<file path="config.mk">
export PLATFORM = sky130hd
export DESIGN_NAME = free_list_flat
export DESIGN_NICKNAME = d
export VERILOG_FILES = /design/src/rtl/free_list_pkg.sv /design/src/rtl/free_list_if.sv /design/src/rtl/fl_ckpt.sv /design/src/rtl/free_list.sv /design/src/flat_wrapper.sv
export SDC_FILE = /design/constraint.sdc
export NUM_CORES = 1
export LEC_CHECK = 0
export CAP_MARGIN = 20
export CORE_MARGIN = 2
export CORE_UTILIZATION = 50
export CTS_CLUSTER_DIAMETER = 80
export DETAILED_ROUTE_END_ITERATION = 8
export PLACE_DENSITY = 0.67
export SKIP_CTS_REPAIR_TIMING = 1
export SYNTH_ARGS = -nofsm -noshare
export SYNTH_HDL_FRONTEND = slang
export SYNTH_HIERARCHICAL = 1
export SYNTH_SLANG_ARGS = --single-unit
export TNS_END_PERCENT = 5
</file>
<file path="constraint.sdc">
create_clock -name clock -period 6.1 [get_ports clock]
set_input_delay 0.61 -clock clock [delete_from_list [all_inputs] [get_ports clock]]
set_output_delay 0.61 -clock clock [all_outputs]
set_load 0.01 [all_outputs]
</file>
<file path="src/rtl/free_list_pkg.sv">
// Shared types and sizing for the physical-register free list of the 2-wide
// rename stage.
package free_list_pkg;

    localparam int NUM_SUPER = 2;
    localparam int NUM_PR    = 64;
    localparam int NUM_FL    = 32;
    localparam int NUM_ROB   = 32;
    localparam int ZERO_REG  = 31;

    localparam int PR_W   = $clog2(NUM_PR);
    localparam int FL_W   = $clog2(NUM_FL);
    localparam int ROB_W  = $clog2(NUM_ROB);
    localparam int ARCH_W = 5;

    typedef logic [PR_W-1:0]   PR_IDX_t;
    typedef logic [ARCH_W-1:0] ARCH_IDX_t;
    typedef logic [ROB_W-1:0]  ROB_IDX_t;
    // Extended pointer: the MSB is a wrap bit, so full and empty differ.
    typedef logic [FL_W:0]     FL_PTR_t;

    typedef struct packed {
        PR_IDX_t [NUM_SUPER-1:0] T_idx;
    } FL_ROB_OUT_t;

    typedef struct packed {
        ARCH_IDX_t [NUM_SUPER-1:0] dest_idx;
    } DECODER_FL_OUT_t;

    typedef struct packed {
        PR_IDX_t [NUM_SUPER-1:0] Told_idx;
    } ROB_FL_OUT_t;

endpackage

</file>
<file path="src/rtl/free_list_if.sv">
// Dispatch / retire / rollback bundle between the pipeline (master) and the
// free list (slave).
interface free_list_if;
    import free_list_pkg::*;

    logic                      en;
    logic                      dispatch_en;
    DECODER_FL_OUT_t           decoder;
    ROB_IDX_t [NUM_SUPER-1:0]  ROB_idx;
    logic [NUM_SUPER-1:0]      retire_en;
    ROB_FL_OUT_t               rob;
    logic                      rollback_en;
    ROB_IDX_t                  ROB_rollback_idx;
    FL_ROB_OUT_t               fl;
    logic                      FL_valid;
    FL_PTR_t                   free_count;

    modport master (
        output en, dispatch_en, decoder, ROB_idx, retire_en, rob,
               rollback_en, ROB_rollback_idx,
        input  fl, FL_valid, free_count
    );

    modport slave (
        input  en, dispatch_en, decoder, ROB_idx, retire_en, rob,
               rollback_en, ROB_rollback_idx,
        output fl, FL_valid, free_count
    );

endinterface

</file>
<file path="src/rtl/fl_ckpt.sv">
// Per-ROB-entry snapshot of the free-list head: two write ports (one per
// dispatch slot) and one asynchronous read port for rollback.
module fl_ckpt
    import free_list_pkg::*;
(
    input  logic     clock,
    input  logic     reset,
    input  logic     we,
    input  ROB_IDX_t waddr0,
    input  FL_PTR_t  wdata0,
    input  ROB_IDX_t waddr1,
    input  FL_PTR_t  wdata1,
    input  ROB_IDX_t raddr,
    output FL_PTR_t  rdata
);

    FL_PTR_t mem [NUM_ROB];

    // NOTE: this array is reset on purpose (a rollback to a never-written
    // slot must restore head 0), so it maps to flops rather than a RAM macro.
    always_ff @(posedge clock or negedge reset) begin
        if (!reset) begin
            for (int i = 0; i < NUM_ROB; i++) mem[i] <= '0;
        end else if (we) begin
            // NOTE: non-blocking writes; on an address clash port 1 wins.
            mem[waddr0] <= wdata0;
            mem[waddr1] <= wdata1;
        end
    end

    assign rdata = mem[raddr];

endmodule

</file>
<file path="src/rtl/free_list.sv">
// Circular free list of physical register tags: combinational 2-wide
// allocation, 2-wide reclaim at retire, checkpointed head for rollback.
module free_list
    import free_list_pkg::*;
(
    input  logic        clock,
    input  logic        reset,
    free_list_if.slave  bus
);

    PR_IDX_t fl [NUM_FL];
    FL_PTR_t head, tail;
    FL_PTR_t head_next, tail_next, head_pop, head_rb, pos1, tail1;
    FL_PTR_t free_cnt, npop, npush, room;
    logic    need0, need1, pop, rollback;
    logic    push0, push1, push0_ok, push1_ok, overflow;
    FL_ROB_OUT_t fl_out;

    // NOTE: every always_comb output gets a default first, so no latches.
    always_comb begin
        fl_out   = '0;
        need0    = bus.decoder.dest_idx[0] != ARCH_IDX_t'(ZERO_REG);
        need1    = bus.decoder.dest_idx[1] != ARCH_IDX_t'(ZERO_REG);
        npop     = FL_PTR_t'(need0) + FL_PTR_t'(need1);
        free_cnt = tail - head;
        pos1     = head + FL_PTR_t'(need0);
        head_pop = head + npop;

        fl_out.T_idx[0] = need0 ? fl[head[FL_W-1:0]] : PR_IDX_t'(ZERO_REG);
        fl_out.T_idx[1] = need1 ? fl[pos1[FL_W-1:0]] : PR_IDX_t'(ZERO_REG);

        // Tags pushed this cycle are not visible to this cycle's dispatch.
        bus.FL_valid = !bus.rollback_en && (free_cnt >= npop);
        pop          = bus.en && bus.dispatch_en && bus.FL_valid;
        rollback     = bus.en && bus.rollback_en;

        push0 = bus.en && bus.retire_en[0] && (bus.rob.Told_idx[0] != PR_IDX_t'(ZERO_REG));
        push1 = bus.en && bus.retire_en[1] && (bus.rob.Told_idx[1] != PR_IDX_t'(ZERO_REG));

        // Pushes beyond capacity are dropped rather than overwriting live tags.
        room     = FL_PTR_t'(NUM_FL) - free_cnt;
        push0_ok = push0 && (room != '0);
        push1_ok = push1 && (room > FL_PTR_t'(push0_ok));
        overflow = (push0 && !push0_ok) || (push1 && !push1_ok);
        npush    = FL_PTR_t'(push0_ok) + FL_PTR_t'(push1_ok);
        tail1    = tail + FL_PTR_t'(push0_ok);
        tail_next = tail + npush;

        head_next = head;
        if (rollback)  head_next = head_rb;
        else if (pop)  head_next = head_pop;
    end

    assign bus.fl         = fl_out;
    assign bus.free_count = free_cnt;

    always_ff @(posedge clock or negedge reset) begin
        if (!reset) begin
            head <= '0;
            tail <= FL_PTR_t'(NUM_FL);
            for (int i = 0; i < NUM_FL; i++) fl[i] <= PR_IDX_t'(NUM_PR - NUM_FL + i);
        end else begin
            head <= head_next;
            tail <= tail_next;
            if (push0_ok) fl[tail[FL_W-1:0]]  <= bus.rob.Told_idx[0];
            if (push1_ok) fl[tail1[FL_W-1:0]] <= bus.rob.Told_idx[1];
        end
    end

    fl_ckpt u_fl_ckpt (
        .clock  (clock),
        .reset  (reset),
        .we     (pop),
        .waddr0 (bus.ROB_idx[0]),
        .wdata0 (pos1),
        .waddr1 (bus.ROB_idx[1]),
        .wdata1 (head_pop),
        .raddr  (bus.ROB_rollback_idx),
        .rdata  (head_rb)
    );

    overflow_a: assert property (@(posedge clock) disable iff (!reset) !overflow);

endmodule

</file>
<file path="src/flat_wrapper.sv">
// flat-port wrapper written by rule: the top's interface ports become plain ports
module free_list_flat import free_list_pkg::*;
  (clock, reset, bus_en, bus_dispatch_en, bus_decoder, bus_ROB_idx, bus_retire_en, bus_rob, bus_rollback_en, bus_ROB_rollback_idx, bus_fl, bus_FL_valid, bus_free_count);
  free_list_if bus_i ();
  input  logic clock;
  input  logic reset;
  input wire logic [$bits(bus_i.en)-1:0] bus_en;
  input wire logic [$bits(bus_i.dispatch_en)-1:0] bus_dispatch_en;
  input wire logic [$bits(bus_i.decoder)-1:0] bus_decoder;
  input wire logic [$bits(bus_i.ROB_idx)-1:0] bus_ROB_idx;
  input wire logic [$bits(bus_i.retire_en)-1:0] bus_retire_en;
  input wire logic [$bits(bus_i.rob)-1:0] bus_rob;
  input wire logic [$bits(bus_i.rollback_en)-1:0] bus_rollback_en;
  input wire logic [$bits(bus_i.ROB_rollback_idx)-1:0] bus_ROB_rollback_idx;
  output wire logic [$bits(bus_i.fl)-1:0] bus_fl;
  output wire logic [$bits(bus_i.FL_valid)-1:0] bus_FL_valid;
  output wire logic [$bits(bus_i.free_count)-1:0] bus_free_count;
  assign bus_i.en = bus_en;
  assign bus_i.dispatch_en = bus_dispatch_en;
  assign bus_i.decoder = bus_decoder;
  assign bus_i.ROB_idx = bus_ROB_idx;
  assign bus_i.retire_en = bus_retire_en;
  assign bus_i.rob = bus_rob;
  assign bus_i.rollback_en = bus_rollback_en;
  assign bus_i.ROB_rollback_idx = bus_ROB_rollback_idx;
  assign bus_fl = bus_i.fl;
  assign bus_FL_valid = bus_i.FL_valid;
  assign bus_free_count = bus_i.free_count;
  free_list u_core (.clock(clock), .reset(reset), .bus(bus_i));
endmodule
</file>
# Yosys cells after proc, flatten, opt, wreduce, memory -nomap -nowiden
# Cells that the tools add are included.
# W data, S select, Z words.
[totals]
register_bits = 396
out_inout_bits = 19
inputBits = 44
wordCells = 142
[op_classes]
n_reduce_logical = 17
n_eq_ne = 4
bitwise_logic = 7
muxes = 27
add_sub_neg = 8
magnitude_cmp = 13
[op_table]
columns = ["operator", "count"]
rows = [
  ["$bwmux W192", 4],
  ["$mux W192", 2],
  ["$demux W6 S5", 4],
  ["$bmux W6 S5", 3],
  ["$mux W6", 14],
  ["$ge A6 B6 Y1 const B", 7],
  ["$not A5 Y6", 7],
  ["$lt A6 B1 Y1 const B", 4],
  ["$logic_and A1 B1 Y1", 14],
  ["$ne A6 B5 Y1 const B", 2],
  ["$ne A5 B5 Y1 const B", 2],
  ["$add A6 B1 Y6", 1],
  ["$add A6 B2 Y6", 1],
  ["$add A6 B6 Y6", 1],
  ["$ge A6 B6 Y1", 1],
  ["$gt A6 B1 Y1", 1],
  ["$reduce_bool A6 Y1", 1],
  ["$sub A6 B6 Y6", 1],
  ["$sub A6 B6 Y6 const A", 1],
  ["$add A5 B1 Y5", 1],
  ["$add A1 B1 Y2", 2],
  ["$reduce_bool A2 Y1", 1],
  ["$logic_not A1 Y1", 1],
]

# Depth between registers and ports, before layout
# Gate-level depths: netlist of run 1.
[logic_depth]
ltp_word = 12
depth_mapped = 24
depth_no_buf = 20

# Hierarchy
# The synthesis of run 1 kept the hierarchy.
[modules_own_cells]
columns = ["mod", "area_each_um2", "n_inst", "seq_area_each_um2", "cells_per_inst"]
rows = [
  ["free_list", 14674.1, 1, 5246.3, 1106],
  ["fl_ckpt", 11409.7, 1, 4804.6, 940],
]

# Least setup slack after synthesis of run 1
# Ideal clock, no wire load.
[synth_timing]
path_type = "flip-flop to flip-flop"
startpoint = "reg u_core.head[1]"
endpoint = "reg u_core.tail[4]"
path_stages_with_launch = 25
setup_time_ps = 133
arrival_time_ps = 5397
path_slack_ps = 570
path_buffers = 6
synth_period_minus_slack_ps = 5530
required_ps = 5967
path_cell_list = "dfrtp_1 -> clkbuf_1 -> clkbuf_1 -> clkbuf_1 -> inv_1 -> ha_1 -> nor2b_1 -> o221ai_1 -> a21oi_2 -> o211ai_4 -> or4_1 -> buf_2 -> buf_2 -> and2_1 -> ha_1 -> nor2_1 -> nor2_1 -> a21boi_1 -> buf_2 -> inv_1 -> fa_1 -> inv_1 -> ha_1 -> nand3_1 -> xnor2_1"
[synth_via]
elab_chain_cells = 8
[synth_lines]
columns = ["item", "line_no", "rtl"]
rows = [
  ["from (decl)", "free_list.sv:12", "FL_PTR_t head, tail;"],
  ["from (signal assigned)", "free_list.sv:63", "head <= head_next;"],
  ["$sub A6 B6 Y6 (*)", "free_list.sv:25", "free_cnt = tail - head;"],
  ["named net bus_free_count[5]", "flat_wrapper.sv:17", "output wire logic [$bits(bus_i.free_count)-1:0] bus_free_count;"],
  ["$sub A6 B6 Y6 (*)", "free_list.sv:41", "room = FL_PTR_t'(NUM_FL) - free_cnt;"],
  ["$reduce_bool A6 Y1", "free_list.sv:42", "push0_ok = push0 && (room != '0);"],
  ["$logic_and A1 B1 Y1", "free_list.sv:42", ""],
  ["$gt A6 B1 Y1", "free_list.sv:43", "push1_ok = push1 && (room > FL_PTR_t'(push0_ok));"],
  ["$logic_and A1 B1 Y1", "free_list.sv:43", ""],
  ["$add A1 B1 Y2 (*)", "free_list.sv:45", "npush = FL_PTR_t'(push0_ok) + FL_PTR_t'(push1_ok);"],
  ["$add A6 B2 Y6 (*)", "free_list.sv:47", "tail_next = tail + npush;"],
  ["named net u_core.tail_next[4]", "free_list.sv:13", "FL_PTR_t head_next, tail_next, head_pop, head_rb, pos1, tail1;"],
  ["to (signal assigned)", "free_list.sv:60", "tail <= FL_PTR_t'(NUM_FL);"],
  ["to (signal assigned)", "free_list.sv:64", "tail <= tail_next;"],
  ["to (decl)", "free_list.sv:12", ""],
]
# Mark *: on every way through the listed nets, which the timed path passes. The rest lies on a longest branch.
# A chain may end at the register's enable or synchronous reset.

# Worst setup path after layout of run 1
[layout_timing]
startpoint = "in bus_decoder[2]"
endpoint = "out bus_fl[11]"
[layout_via]
elab_chain_cells = 7
[layout_lines]
columns = ["item", "line_no", "rtl"]
rows = [
  ["from (decl)", "flat_wrapper.sv:9", "input wire logic [$bits(bus_i.decoder)-1:0] bus_decoder;"],
  ["$ne A5 B5 Y1", "free_list.sv:22", "need0 = bus.decoder.dest_idx[0] != ARCH_IDX_t'(ZERO_REG);"],
  ["$add A6 B1 Y6", "free_list.sv:26", "pos1 = head + FL_PTR_t'(need0);"],
  ["named net u_core.pos1[1]", "free_list.sv:13", ""],
  ["$not A5 Y6 (implied by the code)", "free_list.sv:30", "fl_out.T_idx[1] = need1 ? fl[pos1[FL_W-1:0]] : PR_IDX_t'(ZERO_REG);"],
  ["$bmux W6 S5", "free_list.sv:30", ""],
  ["$mux W6 (implied by the code) (2 in a row)", "free_list.sv:30", ""],
  ["$mux W6", "free_list.sv:30", ""],
  ["to (decl)", "flat_wrapper.sv:15", "output wire logic [$bits(bus_i.fl)-1:0] bus_fl;"],
]
# The timed path passes the listed nets, and every way through them passes these cells. The select of a mux whose other input is x is not followed.

==> summary.md, run 1 <==
| Metric | Value |
|---|---|
| Post-route clock period utilization | `83.5%` |
| Iteration count of the initial detailed-routing pass | `6` |
| Detailed-route via count | `19100` |
| Worst path required time | `5.49 ns` |
| Most frequent cells in the layout | `sky130_fd_sc_hd__mux2_2, sky130_fd_sc_hd__dfrtp_1, sky130_fd_sc_hd__mux4_2` |
| Synthesized instance count | `2046` |
| Effective utilization at floorplan | `50.7%` |
| Number of nets at the end of the flow | `2102` |
| Final hold violation count | `0` |
| Via density per instance | `6.94` |
| Leakage power | `12.2 nW` |
| Aggregate routed wire length | `82700 um` |
| DP Wirelength | `54800 um` |
| Number of distinct library cells after synthesis | `64` |
| Number of flip-flops and latches in the synthesized netlist | `396` |
| Count of flip-flops with a built-in enable after synthesis | `0` |
| Worst Hold Slack | `0.139 ns` |
| Type of the setup path with the least slack | `in -> out` |
| Overall Global Routing Usage | `30.9%` |
| Post-Syn Nets | `2110` |
| Worst setup path endpoint | `bus_fl[11]` |
| WP data arrival | `4.48 ns` |
| Total design power | `14.1 mW` |
| Status | `complete, no violations` |
| Total number of H-tree levels | `2` |
| FF-to-FF Start | `u_core/head[2]$_DFFE_PN0P_` |
| Post-synthesis sequential area ratio | `38.5%` |
| TritonCTS clock tree | `built` |
| Core region area | `51400 um2` |
| P per Cell Area | `488 nW/um2` |
| Number of buffers added on ports | `62` |
| Clock root buffer | `sky130_fd_sc_hd__clkbuf_16` |
| Primary FF master, synth | `sky130_fd_sc_hd__dfrtp_1` |
| FFs w/ async S/R, synth | `100%` |
| Number of clock sinks | `396` |
| Final TNS setup | `0 ns` |
| Antenna diode count | `0` |
| Top fanout value on the critical path | `37` |
| Total clock buffers created by CTS | `46` |
| Largest net degree at the start of global routing | `144` |
| Crit path launch | `bus_decoder[2]` |
| Routability congestion estimate | `0.970` |
| Wire length of the first global-routing pass | `125000 um` |
| Row Count | `83` |
| Height of the die | `232 um` |
| Most common library cell in the layout ignoring fill and taps | `sky130_fd_sc_hd__mux2_2` |
| Post-synth design cell area | `26100 um2` |
| Detailed router's first-iteration violation count | `2494` |
| Antenna violations before repair | `2` |
| Pins over their slew limit | `0` |
| Setup slack of the most critical reg-to-reg path | `1.26 ns` |
| Slew of the pin with the lowest slew margin | `1.08 ns` |
| Total gr overflow | `0` |
| R2r endpoint | `u_core/fl[13]$_DFF_PN0_` |
| Syn avg cell area | `12.7 um2` |
| Number of cell instances on the worst register-to-register path | `14` |
| Count of maximum capacitance violations | `0` |
| Number of warnings issued by yosys | `6` |
| Boundary Pins | `63` |
| Clock Tree Buf Depth | `3` |
| Unrepaired setup endpoints after global routing | `false` |
| Final-report setup violation count | `0` |
| Avg WL per Cell | `30.0 um` |
| IR Drop Worst-Case VDD | `0.408 mV` |
| Hold crit path type | `in -> async` |
| Largest clock skew in the final design | `0.0214 ns` |
| Share of cells above drive strength 1 | `45.5%` |
| Minimum clock period | `5.09 ns` |
| Clock network latency to the later pin of the worst-skew pair | `0.59 ns` |
| Area of the die | `54000 um2` |
| Kind of end point of the critical path | `output port` |
| Die outline width | `232 um` |
| Post-detailed-route DRC marker count | `0` |
| Worst rel slew slack | `28.1%` |
| Number of global-route vias before repair | `19000` |
| Timing-limited maximum frequency | `196 MHz` |
| Clock edge transition at the registers on the reported setup and hold paths | `0.06 ns` |
| Syn-to-layout area delta | `11.1%` |
| Element type at the critical path start | `input pin` |
| Antenna viol nets, final | `0` |
==> registers in the layout (all words and copies together), names as in the netlist <==
name and cells:
u_core/fl 192, u_core/head 6, u_core/u_fl_ckpt/mem 192, u_core/tail 6
==> synth_stat cells, drive strengths merged (17+ instances only) <==
| cell type | n | area [um2] |
|---|---|---|
| o21ai | 28 | 140 |
| nand2 | 68 | 255 |
| o22ai | 52 | 325 |
| nand3 | 64 | 415 |
| a31oi | 37 | 238 |
| buf | 28 | 155 |
| dfrtp | 283 | 7080 |
| inv | 32 | 120 |
| a21oi | 53 | 269 |
| nor3 | 24 | 150 |
| a2bb2oi | 37 | 324 |
| dfstp | 113 | 2970 |
| ha | 17 | 213 |
| nor2 | 78 | 305 |
| mux2i | 47 | 470 |
| clkbuf | 146 | 548 |
| mux4 | 180 | 4050 |
| mux2 | 602 | 6800 |
==> cell type report <==
| type | instances | area [um2] |
|---|---|---|
| fillers | 4185 | 22400 |
| multi-input cells | 1443 | 15300 |
| flip-flops and latches | 396 | 10100 |
| clock buffers | 67 | 1350 |
| repair buffers | 118 | 1120 |
| well taps | 680 | 851 |
| clock inverters | 19 | 181 |
| inverters | 33 | 126 |
==> power breakdown <==
group          switching, mW  internal, mW
logic                   3.30          3.42
registers              0.828          3.80
clock network           1.16          1.63
total                   5.29          8.85
==> critical path: stages <==
cell	delay, ns
sky130_fd_sc_hd__clkdlybuf4s50_1	0.45
sky130_fd_sc_hd__and3_1	0.15
sky130_fd_sc_hd__nand3_1	0.08
sky130_fd_sc_hd__buf_4	0.19
sky130_fd_sc_hd__ha_4	0.18
sky130_fd_sc_hd__ha_4	0.65
sky130_fd_sc_hd__mux4_2	0.59
sky130_fd_sc_hd__mux4_2	0.51
sky130_fd_sc_hd__mux2i_1	0.44
sky130_fd_sc_hd__a31oi_1	0.09
sky130_fd_sc_hd__clkdlybuf4s50_1	0.50
==> layer usage <==
layer	wire, um	up-vias	track usage (%)	part of all wire, %
li1	-	7856	-	-
met1	35500	9990	45.6	43
met2	36100	1103	45.1	44
met3	8710	164	7.92	11
met4	2410	2	8.61	2.9
met5	13	-	0	0.016
==> worst min path at each step <==
stage | end | slack (ns) | cells after the start
3_5_place_dp | u_core/u_fl_ckpt/mem[144]$_DFFE_PN0P_ | 0.48 | 1
2_1_floorplan | u_core/fl[100]$_DFF_PN0_ | 0.31 | 0
3_3_place_gp | u_core/u_fl_ckpt/mem[4]$_DFFE_PN0P_ | 0.47 | 1
6_report | u_core/fl[162]$_DFF_PN0_ | 0.14 | 1
5_1_grt | u_core/fl[165]$_DFF_PN0_ | 0.19 | 1
4_1_cts | u_core/fl[115]$_DFF_PN0_ | 0.17 | 1
==> stage by stage <==
step / setup slack [ns] / cells / util (%) / instance area [um2]
2_1_floorplan: 0.570 / 2046 / - / 26100
3_3_place_gp: 1.06 / 2666 / 53.3 / 27400
3_5_place_dp: 1.08 / 2666 / 53.3 / 27400
4_1_cts: 1.07 / 2752 / 56.2 / 28900
5_1_grt: 0.932 / 2756 / 56.4 / 29000
6_report: 1.01 / 2756 / 56.4 / 29000
==> cell families (layout without fill, tap and decap cells) <==
logic type	after synthesis	after routing	synth area share [%]
muxes	829	829	43.4
DFF	396	396	38.5
and+or+nand+nor	322	322	6.78
AOI/OAI and AO/OA	251	251	6.34
buffers and inverters	207	237	3.17
xor gates and xnor gates	21	21	0.705
adders and majority gates	20	20	1.05
(Power assumes the default switching activity.)
==> run 2: changes to the inputs <==
- PLACE_DENSITY: 0.67 -> 0.69
- clock period: 6.1 -> 4.4 ns (I/O delays scaled with it)
==> summary.md, run 2 (same netlist as run 1, synthesis figures left out) <==
| Metric | Value |
|---|---|
| Status | `complete, no violations` |
| Via density per instance | `6.87` |
| Largest net degree at the start of global routing | `132` |
| Number of nets at the end of the flow | `2149` |
| Timing-limited maximum frequency | `231 MHz` |
| Top fanout value on the critical path | `51` |
| Clock network latency to the later pin of the worst-skew pair | `0.62 ns` |
| Footprint of the flip-flops and latches | `10100 um2` |
| Total number of H-tree levels | `2` |
| Number of global-route vias before repair | `19200` |
| GR met2 Demand/Resource | `44.0%` |
| Placed Cells incl. Taps | `2705` |
| Slew of the pin with the lowest slew margin | `1.05 ns` |
| Final-report setup violation count | `0` |
| Hold crit path type | `in -> async` |
| Type of the setup path with the least slack | `reg -> out` |
| Antenna viol nets, final | `0` |
| Overall Global Routing Usage | `30.6%` |
| IR Drop Worst-Case VDD | `0.599 mV` |
| Kind of end point of the critical path | `output port` |
| Most common library cell in the layout ignoring fill and taps | `sky130_fd_sc_hd__mux2_2` |
| Wire length of the first global-routing pass | `124000 um` |
| Minimum clock period | `4.32 ns` |
| Unrepaired setup endpoints after global routing | `true` |
| Worst Hold Slack | `0.383 ns` |
| P per Cell Area | `684 nW/um2` |
| Busiest layer in global routing | `met1` |
| Total clock buffers created by CTS | `47` |
| Final TNS setup | `0 ns` |
| Most frequent cells in the layout | `sky130_fd_sc_hd__mux2_2, sky130_fd_sc_hd__dfrtp_1, sky130_fd_sc_hd__mux4_2` |
| Fill count | `4037` |
| Height of the die | `232 um` |
| Registers with the most flip-flops | `u_core/fl: 192 flops, u_core/u_fl_ckpt/mem: 192 flops` |
| FF-to-FF Start | `u_core/head[0]$_DFFE_PN0P_` |
| Iteration count of the initial detailed-routing pass | `7` |
| Met3 usage in global routing | `8.92%` |
| Detailed router's first-iteration violation count | `2677` |
| Largest clock skew in the final design | `0.0285 ns` |
| DP Wirelength | `54100 um` |
| Share of cells above drive strength 1 | `48.0%` |
| Count of maximum capacitance violations | `0` |
| GR met1 Demand/Resource | `45.3%` |
| Element type at the critical path start | `register` |
| Leakage power | `12.6 nW` |
| WP data arrival | `3.88 ns` |
| Effective utilization at floorplan | `50.7%` |
| R2r endpoint | `u_core/fl[85]$_DFF_PN0_` |
| Worst rel slew slack | `29.9%` |
| Row Count | `83` |
| Clock Tree Buf Depth | `3` |
| Die outline width | `232 um` |
| Count of non-filler cells in the finished layout | `2804` |
| TritonCTS clock tree | `built` |
| Worst path required time | `3.96 ns` |
| Routability congestion estimate | `0.963` |
| Clock root buffer | `sky130_fd_sc_hd__clkbuf_16` |
| Number of clock sinks | `396` |
| Post-route clock period utilization | `98.2%` |
| Area of the die | `54000 um2` |
| Area occupied by multi-input gates | `15500 um2` |
| Syn-to-layout area delta | `13.9%` |
| Final hold violation count | `0` |
| Core region area | `51400 um2` |
| Number of buffers added on ports | `62` |
| Aggregate routed wire length | `82000 um` |
| Antenna violations before repair | `1` |
| Clock edge transition at the registers on the reported setup and hold paths | `0.06 ns` |
| Total gr overflow | `0` |
| Total design power | `20.3 mW` |
| Detailed-route via count | `19300` |
| Pins over their slew limit | `0` |
| Boundary Pins | `63` |
| Avg WL per Cell | `29.2 um` |
| Post-detailed-route DRC marker count | `0` |
| Setup slack of the most critical reg-to-reg path | `0.13 ns` |
| Number of cell instances on the worst register-to-register path | `13` |
==> run 2: per-stage QoR <==
stage,utilization [%],area (um2),setup WS (ns)
floorplan,-,26200,-0.0329
global placement,54.2,27900,0.143
detailed placement,54.3,27900,0.0737
CTS,57.4,29500,-0.397
global route,57.8,29700,-0.0245
finish,57.8,29700,0.0796
==> run 2: per-layer routing <==
metal,wire (um),up-vias
met3,9580,172
met1,34700,9959
met5,13,-
met2,35500,1191
li1,-,7942
met4,2210,2
==> run 2: how the worst max path moves through the flow <==
stage	depth (start not counted)	slack [ns]	end	startpoint
floorplan	19	-0.03	u_core/fl[66]$_DFF_PN0_	u_core/head[1]$_DFFE_PN0P_
global placement	12	0.14	bus_fl[11]	bus_decoder[2]
detailed placement	18	0.07	u_core/fl[109]$_DFF_PN0_	u_core/head[0]$_DFFE_PN0P_
CTS	10	-0.40	bus_fl[11]	u_core/head[0]$_DFFE_PN0P_
global route	14	-0.02	u_core/fl[85]$_DFF_PN0_	u_core/head[0]$_DFFE_PN0P_
finish	10	0.08	bus_fl[11]	u_core/head[0]$_DFFE_PN0P_
==> run 2: worst max-delay path, stage by stage, from the launching register on <==
cell and delay, ns:
sky130_fd_sc_hd__dfrtp_4 0.49, sky130_fd_sc_hd__buf_12 0.22, sky130_fd_sc_hd__ha_4 0.22, sky130_fd_sc_hd__ha_4 0.39
sky130_fd_sc_hd__buf_4 0.24, sky130_fd_sc_hd__mux4_2 0.35, sky130_fd_sc_hd__mux4_2 0.51, sky130_fd_sc_hd__mux2i_1 0.15
sky130_fd_sc_hd__buf_4 0.15, sky130_fd_sc_hd__a31oi_1 0.05, sky130_fd_sc_hd__clkdlybuf4s50_1 0.49
==> run 2: area by class of cell <==
type / instances / share of cell area [%]
Clock buffer: 72 / 4.75
Sequential cell: 396 / 33.9
Tap cell: 680 / 2.86
Timing Repair Buffer: 164 / 5.34
Clock inverter: 15 / 0.670
Antenna cell: 1 / 0.00842
Multi-Input combinational cell: 1443 / 52.1
Inverter: 33 / 0.430
==> run 2: power breakdown <==
group,internal (mW),switching [mW]
clock network,2.40,1.67
logic,5.10,4.82
registers,5.26,1.07
